File: src/rtl/fp_pkg.sv
// Shared definitions for the floating-point result path.
//   norm_state_e : normalizer FSM state encoding (IDLE / NORM / DONE)
//   sig_width()  : working significand width for a given stored fraction width
//   hidden_pos() : bit index of the hidden (integer) bit within that significand
//   lzc_width()  : width of a leading-zero count over an n-bit vector
package fp_pkg;

    typedef enum logic [1:0] {
        ST_IDLE = 2'd0,
        ST_NORM = 2'd1,
        ST_DONE = 2'd2
    } norm_state_e;

    // Product-style significand: two integer bits above a double-width fraction.
    function automatic int unsigned sig_width(input int unsigned mant_w);
        return 2 * mant_w + 2;
    endfunction

    function automatic int unsigned hidden_pos(input int unsigned mant_w);
        return 2 * mant_w;
    endfunction

    function automatic int unsigned lzc_width(input int unsigned n);
        return $clog2(n + 1);
    endfunction

endpackage

File: src/rtl/leading_zero_counter.sv
// Leading-zero counter.
//   value_i : WIDTH-bit vector to scan, MSB first
//   count_o : number of zero bits above the most significant one (WIDTH when value_i is 0)
module leading_zero_counter
    import fp_pkg::*;
#(
    parameter int unsigned WIDTH = 48,
    localparam int unsigned CNT_W = lzc_width(WIDTH)
) (
    input  logic [WIDTH-1:0] value_i,
    output logic [CNT_W-1:0] count_o
);

    logic found;

    always_comb begin
        count_o = '0;
        found   = 1'b0;
        for (int unsigned i = 0; i < WIDTH; i++) begin
            if (!found) begin
                if (value_i[WIDTH-1-i]) begin
                    found = 1'b1;
                end else begin
                    count_o = count_o + 1'b1;
                end
            end
        end
    end

endmodule

File: src/rtl/result_normalizer.sv
// Result normalizer: takes an unnormalized significand in [0,4) with a biased
// exponent, normalizes it (right by one with sticky, or left down to the
// hidden bit / minimum exponent) and packs exponent, mantissa and
// guard/round/sticky bits for a downstream rounder.
//
// Ports
//   clk, rst_n                 : clock (rising edge), asynchronous active-low reset
//   in_valid / in_ready        : input handshake, in_ready only in IDLE
//   in_exponent                : biased exponent, 0 treated as 1
//   in_significand             : SIG_WIDTH bits, binary point below bit H
//   out_valid / out_ready      : output handshake, out_valid only in DONE
//   non_rounded_exponent       : packed exponent (0 for subnormal, all-ones on overflow)
//   non_rounded_mantissa       : packed fraction
//   rounding_bits              : guard/round bits, LSB = sticky
//   overflow_flag, zero_flag   : result flags, only nonzero while out_valid
//
// Build option: define RESULT_NORMALIZER_LZC_EN to perform the whole left
// normalization in a single NORM cycle using a leading-zero counter; packed
// results are identical either way, only latency changes.
module result_normalizer
    import fp_pkg::*;
#(
    parameter int unsigned EXPONENT_WIDTH = 8,
    parameter int unsigned MANTISSA_WIDTH = 23,
    parameter int unsigned ROUNDING_BITS  = 3,
    localparam int unsigned SIG_WIDTH     = sig_width(MANTISSA_WIDTH)
) (
    input  logic                      clk,
    input  logic                      rst_n,
    input  logic                      in_valid,
    output logic                      in_ready,
    input  logic [EXPONENT_WIDTH:0]   in_exponent,
    input  logic [SIG_WIDTH-1:0]      in_significand,
    output logic                      out_valid,
    input  logic                      out_ready,
    output logic [EXPONENT_WIDTH-1:0] non_rounded_exponent,
    output logic [MANTISSA_WIDTH-1:0] non_rounded_mantissa,
    output logic [ROUNDING_BITS-1:0]  rounding_bits,
    output logic                      overflow_flag,
    output logic                      zero_flag
);

    localparam int unsigned H     = hidden_pos(MANTISSA_WIDTH);
    // One extra bit over the input exponent absorbs the +1 of a right shift.
    localparam int unsigned XW    = EXPONENT_WIDTH + 2;
    // Fraction bits below guard/round that collapse into sticky.
    localparam int unsigned LOW_W = MANTISSA_WIDTH - ROUNDING_BITS + 1;

    localparam logic [XW-1:0] EXP_ONE = XW'(1);
    localparam logic [XW-1:0] EXP_SAT = {2'b00, {EXPONENT_WIDTH{1'b1}}};

    norm_state_e               state_q, state_d;
    logic [SIG_WIDTH-1:0]      sig_q, sig_d;
    logic [XW-1:0]             exp_q, exp_d;
    logic [EXPONENT_WIDTH-1:0] oexp_q, oexp_d;
    logic [MANTISSA_WIDTH-1:0] mant_q, mant_d;
    logic [ROUNDING_BITS-1:0]  rb_q, rb_d;
    logic                      ovf_q, ovf_d;
    logic                      zero_q, zero_d;

    logic [H-1:0]              frac;
    logic [MANTISSA_WIDTH-1:0] pack_mant;
    logic [ROUNDING_BITS-1:0]  pack_rb;
    logic [SIG_WIDTH-1:0]      sig_shl;
    logic [XW-1:0]             exp_shl;

    assign frac      = sig_q[H-1:0];
    assign pack_mant = frac[H-1 -: MANTISSA_WIDTH];
    assign pack_rb   = {frac[H-1-MANTISSA_WIDTH -: ROUNDING_BITS-1], |frac[LOW_W-1:0]};

`ifdef RESULT_NORMALIZER_LZC_EN
    localparam int unsigned CNT_W = lzc_width(SIG_WIDTH);
    localparam int unsigned WW    = (CNT_W > XW) ? CNT_W : XW;

    logic [CNT_W-1:0] lz_cnt;
    logic [WW-1:0]    lz_above_h;
    logic [WW-1:0]    exp_room;
    logic [WW-1:0]    lshift;

    leading_zero_counter #(
        .WIDTH (SIG_WIDTH)
    ) u_lzc (
        .value_i (sig_q),
        .count_o (lz_cnt)
    );

    // Only used when the top bit is clear, so the count always includes bit
    // H+1; drop it to get the zeros at/above the hidden bit. The shift stops
    // early when the exponent would go below 1 (subnormal result).
    always_comb begin
        lz_above_h = WW'(lz_cnt) - WW'(1);
        exp_room   = WW'(exp_q) - WW'(1);
        lshift     = (lz_above_h < exp_room) ? lz_above_h : exp_room;
        sig_shl    = sig_q << lshift;
        exp_shl    = exp_q - XW'(lshift);
    end
`else
    assign sig_shl = {sig_q[SIG_WIDTH-2:0], 1'b0};
    assign exp_shl = exp_q - EXP_ONE;
`endif

    always_comb begin
        state_d = state_q;
        sig_d   = sig_q;
        exp_d   = exp_q;
        oexp_d  = oexp_q;
        mant_d  = mant_q;
        rb_d    = rb_q;
        ovf_d   = ovf_q;
        zero_d  = zero_q;

        case (state_q)
            ST_IDLE: begin
                if (in_valid) begin
                    sig_d   = in_significand;
                    exp_d   = (in_exponent == '0) ? EXP_ONE : XW'(in_exponent);
                    state_d = ST_NORM;
                end
            end
            ST_NORM: begin
                if (sig_q == '0) begin
                    oexp_d  = '0;
                    mant_d  = '0;
                    rb_d    = '0;
                    ovf_d   = 1'b0;
                    zero_d  = 1'b1;
                    state_d = ST_DONE;
                end else if (sig_q[SIG_WIDTH-1]) begin
                    // Right shift keeps the dropped bit alive in the sticky position.
                    sig_d = {1'b0, sig_q[SIG_WIDTH-1:2], sig_q[1] | sig_q[0]};
                    exp_d = exp_q + EXP_ONE;
                end else if (!sig_q[H] && (exp_q > EXP_ONE)) begin
                    sig_d = sig_shl;
                    exp_d = exp_shl;
                end else begin
                    zero_d  = 1'b0;
                    state_d = ST_DONE;
                    if (exp_q >= EXP_SAT) begin
                        oexp_d = '1;
                        mant_d = '0;
                        rb_d   = '0;
                        ovf_d  = 1'b1;
                    end else begin
                        oexp_d = sig_q[H] ? exp_q[EXPONENT_WIDTH-1:0] : '0;
                        mant_d = pack_mant;
                        rb_d   = pack_rb;
                        ovf_d  = 1'b0;
                    end
                end
            end
            ST_DONE: begin
                if (out_ready) begin
                    ovf_d   = 1'b0;
                    zero_d  = 1'b0;
                    state_d = ST_IDLE;
                end
            end
            default: begin
                state_d = ST_IDLE;
            end
        endcase
    end

    always_ff @(posedge clk or negedge rst_n) begin
        if (!rst_n) begin
            state_q <= ST_IDLE;
            sig_q   <= '0;
            exp_q   <= '0;
            oexp_q  <= '0;
            mant_q  <= '0;
            rb_q    <= '0;
            ovf_q   <= 1'b0;
            zero_q  <= 1'b0;
        end else begin
            state_q <= state_d;
            sig_q   <= sig_d;
            exp_q   <= exp_d;
            oexp_q  <= oexp_d;
            mant_q  <= mant_d;
            rb_q    <= rb_d;
            ovf_q   <= ovf_d;
            zero_q  <= zero_d;
        end
    end

    assign in_ready             = (state_q == ST_IDLE);
    assign out_valid            = (state_q == ST_DONE);
    assign non_rounded_exponent = oexp_q;
    assign non_rounded_mantissa = mant_q;
    assign rounding_bits        = rb_q;
    assign overflow_flag        = ovf_q;
    assign zero_flag            = zero_q;

endmodule

File: config.mk
export PLATFORM = sky130hd
export DESIGN_NAME = result_normalizer
export DESIGN_NICKNAME = d
export VERILOG_FILES = /design/src/rtl/fp_pkg.sv /design/src/rtl/leading_zero_counter.sv /design/src/rtl/result_normalizer.sv
export SDC_FILE = /design/constraint.sdc
export NUM_CORES = 1
export LEC_CHECK = 0
export ABC_AREA = 1
export CAP_MARGIN = 20
export CORE_ASPECT_RATIO = 0.5
export CORE_UTILIZATION = 55
export CTS_BUF_LIST = sky130_fd_sc_hd__clkbuf_4
export DETAILED_ROUTE_END_ITERATION = 12
export PLACE_DENSITY = 0.93
export SYNTH_ARGS = -nofsm -noshare
export SYNTH_HDL_FRONTEND = slang
export SYNTH_SLANG_ARGS = --single-unit
File: constraint.sdc
create_clock -name clk -period 2.5 [get_ports clk]
set_input_delay 0.5 -clock clk [delete_from_list [all_inputs] [get_ports clk]]
set_output_delay 0.5 -clock clk [all_outputs]
set_load 0.01 [all_outputs]
# --- Word-level counts from Yosys, hierarchy flattened ---
# Index checks and enable logic that the tools add are counted.
classes:
  div_mod_pow: 0
  bitwise_logic: 1
  shifts: 0
  muxes: 40
  n_eq_ne: 10
  addsub: 2
  n_lt_le_gt_ge: 2
  reduce_logical: 13
  mul: 0
op_table:
  columns: ["cell", "n"]
  rows:
  - ["$mux W48", 4]
  - ["$pmux W48 S2", 1]
  - ["$mux W23", 4]
  - ["$logic_not A48 Y1", 1]
  - ["$mux W10", 4]
  - ["$mux W8", 5]
  - ["$reduce_or A21 Y1", 1]
  - ["$pmux W10 S2", 1]
  - ["$mux W3", 4]
  - ["$reduce_and A4 Y1", 3]
  - ["$add A10 B1 Y10 const B", 1]
  - ["$ge A10 B8 Y1 const B", 1]
  - ["$gt A10 B1 Y1 const B", 1]
  - ["$mux W2", 5]
  - ["$sub A10 B1 Y10 const B", 1]
  - ["$logic_not A9 Y1", 1]
  - ["$mux W9", 1]
  - ["$ne A3 B3 Y1 const B", 3]
  - ["$mux W1", 8]
  - ["$ne A2 B2 Y1 const B", 3]
  - ["$pmux W2 S3", 1]
  - ["$reduce_and A3 Y1", 2]
  - ["$ne A2 B1 Y1 const B", 2]
  - ["$pmux W1 S2", 2]
  - ["7 further kinds", 8]
word_totals:
  romBits: 0
  ram_bits: 0
  n_memories: 0
  reg_bits: 96
  wordCells: 77
  latchBits: 0
  out_inout_bits: 38

# --- Longest topological paths before layout ---
logic_depth:
  ltp_word: 6
  depth_mapped: 13

# --- Worst setup path after synthesis ---
# OpenSTA, ideal clock, no wires.
synth_timing:
  path_kind: "reg-to-reg"
  startpoint: "register exp_q[0]"
  endpoint: "register exp_q[0]"
  n_path_buf: 2
  path_stages_with_launch: 12
  setup_time_ps: 117
  path_slack_ps: 665
  arrival_time_ps: 1718
  path_cell_list: "dfrtp_1 inv_1 ha_1 o21a_1 nand2_2 nand2_4 nand2_2 nand3_2 buf_6 buf_6 nand3_1 nand2_1"
synth_via:
  elab_chain_len: 5
synth_rtl:
  columns: ["item", "line_no", "text"]
  rows:
  - ["start: declaration", "result_normalizer.sv:54", "logic [XW-1:0] exp_q, exp_d;"]
  - ["start signal: assignment", "result_normalizer.sv:177", "exp_q <= exp_d;"]
  - ["$sub A10 B1 Y10", "result_normalizer.sv:99", "assign exp_shl = exp_q - EXP_ONE;"]
  - ["$mux W10", "result_normalizer.sv:132", "end else if (!sig_q[H] && (exp_q > EXP_ONE)) begin"]
  - ["$mux W10", "result_normalizer.sv:128", "end else if (sig_q[SIG_WIDTH-1]) begin"]
  - ["$mux W10", "result_normalizer.sv:121", "if (sig_q == '0) begin"]
  - ["$pmux W10 S2", "result_normalizer.sv:112", "case (state_q)"]
# Several ways; a longest one is shown, not always the timed one. The select of a mux whose other input is x is not followed.
# A chain may end at the register's enable or synchronous reset.

# --- Worst setup path after layout ---
layout_timing:
  startpoint: "register exp_q[0]"
  endpoint: "register sig_q[23]"
layout_via:
  elab_chain_len: 4
layout_rtl:
  columns: ["item", "line_no", "text"]
  rows:
  - ["$gt A10 B1 Y1", "result_normalizer.sv:132", null]
  - ["$logic_and A1 B1 Y1", "result_normalizer.sv:132", null]
  - ["$ne A3 B3 Y1 (no source line)", null, null]
  - ["$reduce_and A4 Y1 (no source line)", null, null]
  - ["end signal: assignment", "result_normalizer.sv:176", "sig_q <= sig_d;"]
  - ["end: declaration", "result_normalizer.sv:53", "logic [SIG_WIDTH-1:0] sig_q, sig_d;"]
# No other way between the ends.

==> out/qor.json <==
{
  "result_of_the_run": "completed",
  "most_area_consuming_cells_after_synthesis": "sky130_fd_sc_hd__dfrtp_1, sky130_fd_sc_hd__nand2_1, sky130_fd_sc_hd__nand3_1, sky130_fd_sc_hd__o211ai_1, sky130_fd_sc_hd__nor2_1",
  "crit_path_max_incr_delay_ns": 0.54,
  "overflow": 0,
  "cts-root-to-sink-buffers": 2,
  "reg2reg_slack_ns": 0.20,
  "layout_common_cells": "sky130_fd_sc_hd__nand2_1, sky130_fd_sc_hd__nand3_1, sky130_fd_sc_hd__clkdlybuf4s50_1, sky130_fd_sc_hd__dfrtp_1, sky130_fd_sc_hd__nor2_1",
  "detailedPlacementHpwl_mm": 10.78,
  "chipWidth_um": 146.4,
  "place_inst": 1029,
  "finalNetCount": 969,
  "synth_cell_types": 27,
  "cellLeakagePower_nw": 3.228,
  "pin_count_of_the_biggest_net_entering_global_routing": 45,
  "intPower_mw": 4.301,
  "cts.sink_count": 96,
  "clock-root-buffer": "sky130_fd_sc_hd__clkbuf_4",
  "synth-seq-area-share_pct": 41.90,
  "drc": 0,
  "grt_first_pass_wirelength_mm": 26.01,
  "synth_cells": 832,
  "finalHoldViolCount": 0,
  "ctsHtreeMaxLevel": 3,
  "global_route.usage.total_pct": 30.30,
  "synthDominantAreaCellType": "sky130_fd_sc_hd__dfrtp_1",
  "drt.antenna.violating_nets": 0,
  "synthDominantCellAreaShare_pct": 41.90,
  "dr.pass1.iters": 6,
  "critical_path.cell_chain": "inv_1 > ha_1 > o21a_1 > nand2_2 > nand2_4 > nand2_2 > nand3_2 > nand2_2 > buf_4 > nand2_1 > nand2_1",
  "timing.final.crit_share_pct": 91.98,
  "drive_above_1_share_pct": 6.051,
  "rsz_0062_raised_after_global_routing": "false",
  "timing.critical_path.fanout_max": 34,
  "worstSetupStartpointType": "flop",
  "achievable-frequency_ghz": 0.4349,
  "period_minus_slack_ns": 2.299,
  "placement_stage_worst_setup_slack_ns": 0.1906,
  "cts.reportedPaths.clkPinSlew_ns": 0.15,
  "initial_core_util_pct": 58.56,
  "most_common_library_cell_in_the_layout_ignoring_fill_and_taps": "sky130_fd_sc_hd__nand2_1",
  "wire_per_inst_um": 14.98,
  "worst_setup_path_end_kind": "flop",
  "die_area_sq_um": 10860,
  "clockPowerShare_pct": 9.9,
  "rr_worst_depth": 11,
  "cts_tree": "yes",
  "synth.yosys.warnings": 0,
  "maxCapViolCount": 0,
  "initial_antenna_violation_count": 0,
  "postSynthNetCount": 896,
  "part_of_the_power_in_registers_pct": 34.0,
  "count_of_state_elements_after_synthesis": 96,
  "critPathArrivalTime_ns": 2.71,
  "fin_setup_tns_ns": 0,
  "worstReg2RegEnd": "sig_q[23]$_DFFE_PN0P_",
  "cts_buffers": 9,
  "required_ns": 2.92,
  "dr_total_vias": 6041,
  "launching_point_of_the_worst_reg2reg_path": "exp_q[0]$_DFFE_PN0P_",
  "switching_share_pct": 50.13,
  "core_rows": 25,
  "synthesis.area_sq_um": 5733,
  "viasPerCell": 5.786,
  "combPwrFrac_pct": 56.1,
  "worst_clock_skew_ns": 0.01254,
  "clock_latency_ns": 0.47,
  "drt-total-wl_mm": 15.64,
  "vias_in_the_first_global_route": 5499,
  "antenna_cells_inserted": 0,
  "synth_area_per_cell_sq_um": 6.891,
  "area.growth.synth_to_final_pct": 20.54,
  "total_switching_power_mw": 4.324,
  "p_per_area_nw_per_um2": 1248,
  "slew-limit-headroom_pct": 59.65,
  "worst-slew-pin-transition_ns": 0.6053,
  "worstSetupPathType": "reg2reg",
  "finish.cell_count_without_fillers": 1044,
  "fp.coreArea_sq_um": 9791,
  "gp_congestion": 0.9438,
  "report.final.slew_viol_count": 0,
  "boundaryPins": 99,
  "detailedRoute.firstIterationViolations": 720,
  "vertical_extent_of_the_die_um": 74.20,
  "worst_ir_drop_vdd_mv": 0.7870,
  "buffer_ports.inserted": 98,
  "finalSetupViolCount": 0,
  "worst_slack_ns": 0.2005,
  "class_of_the_worst_hold_path": "in2async",
  "slowest_stage_cell_on_the_critical_path": "sky130_fd_sc_hd__dfrtp_1",
  "critPathMostFrequentCell": "sky130_fd_sc_hd__nand2_2"
}
[power groups by stage]
stage,clock network [mW],registers [mW],logic (mW)
6_report,0.854,2.93,4.84
5_1_grt,0.928,3.01,5.42
4_1_cts,0.868,2.91,4.80
3_5_place_dp,0,2.93,4.78
3_3_place_gp,0,2.91,4.63
2_1_floorplan,0,2.79,3.49
[final cells by class]
| cell class | instances | area [sq um] |
|---|---|---|
| well taps | 135 | 168.9 |
| inverters | 24 | 90.09 |
| repair buffers | 120 | 1156 |
| fillers | 821 | 2880 |
| clock inverters | 6 | 68.82 |
| flip-flops and latches | 96 | 2402 |
| multi-input cells | 654 | 2957 |
| clock buffers | 9 | 67.56 |
[critical path, delay by kind of cell, from the launching register on]
kind / cells / cell delay [ns]
AOI/OAI and AO/OA: 1 / 0.20
buffers and inverters: 2 / 0.53
and+or+nand+nor: 7 / 0.73
DFF: 1 / 0.54
adders and majority gates: 1 / 0.25
[timing repair]
action | 4_1_cts | 5_1_grt
setup buffers | 0 | 0
gates resized for setup | 0 | 1
setup endpoints to repair | 0 | 35
hold buffers | 0 | 0
[cells by family after synthesis]
family	share of synthesized area, %
compound gates	10.78
fa+ha+maj	0.6548
buf+inv	6.810
flops	41.90
simple gates	39.85
[cell usage after synthesis]
library cell and n:
sky130_fd_sc_hd__nand4_1 5, sky130_fd_sc_hd__nor3_1 1, sky130_fd_sc_hd__o211ai_1 46, sky130_fd_sc_hd__o31ai_1 2
sky130_fd_sc_hd__nand2_2 3, sky130_fd_sc_hd__dfrtp_1 96, sky130_fd_sc_hd__a21oi_1 4, sky130_fd_sc_hd__buf_4 1
sky130_fd_sc_hd__buf_6 7, sky130_fd_sc_hd__clkbuf_1 27, sky130_fd_sc_hd__buf_2 21, sky130_fd_sc_hd__nor2_4 1
sky130_fd_sc_hd__nand3_1 124, sky130_fd_sc_hd__ha_1 3, sky130_fd_sc_hd__o21ai_1 34, sky130_fd_sc_hd__nand3_2 1
sky130_fd_sc_hd__nand3b_1 2, sky130_fd_sc_hd__nor2_2 2, sky130_fd_sc_hd__nand2_4 1, sky130_fd_sc_hd__o21a_1 1
sky130_fd_sc_hd__nor2_1 58, sky130_fd_sc_hd__nand2_1 353, sky130_fd_sc_hd__buf_1 2, sky130_fd_sc_hd__o21ai_0 12
sky130_fd_sc_hd__inv_2 2, sky130_fd_sc_hd__or2_2 1, sky130_fd_sc_hd__inv_1 22
[through the flow]
stage	instance area [sq um]	power (mW)	utilization, %	hold WS, ns
6_report	6910	8.625	70.58	0.02608
5_1_grt	6910	9.361	70.58	0.05028
4_1_cts	6908	8.573	70.56	0.03139
3_5_place_dp	6771	7.710	69.16	0.4772
3_3_place_gp	6771	7.533	69.16	0.4716
2_1_floorplan	5733	6.276	-	0.2044
[per-layer routing]
layer  routed length (um)  share of wire [%]  up-vias  GRT usage (%)
met1                 6493                 42     2791          40.04
met2                 7401                 47      342          50.53
met3                 1515                9.7       32          7.055
li1                     -                  -     2876              -
met5                    0                  0        -              0
met4                  228                1.5        0          9.606
[worst max path at each step]
stage / startpoint / slack [ns] / end
after floorplan: exp_q[0]$_DFFE_PN0P_ / 0.67 / exp_q[0]$_DFFE_PN0P_
after global placement: sig_q[47]$_DFFE_PN0P_ / 0.24 / exp_q[0]$_DFFE_PN0P_
after detailed placement: sig_q[47]$_DFFE_PN0P_ / 0.19 / sig_q[23]$_DFFE_PN0P_
after CTS: sig_q[47]$_DFFE_PN0P_ / 0.15 / sig_q[23]$_DFFE_PN0P_
after global routing: exp_q[0]$_DFFE_PN0P_ / 0.007 / sig_q[23]$_DFFE_PN0P_
final: exp_q[0]$_DFFE_PN0P_ / 0.20 / sig_q[23]$_DFFE_PN0P_
[sequential cells by signal, summed over array words and instances (netlist names)]
register and cells:
exp_q 10, non_rounded_mantissa 23, state_q 2, sig_q 48, non_rounded_exponent 8, overflow_flag 1
zero_flag 1, rounding_bits 3
(Power assumes the default switching activity.)
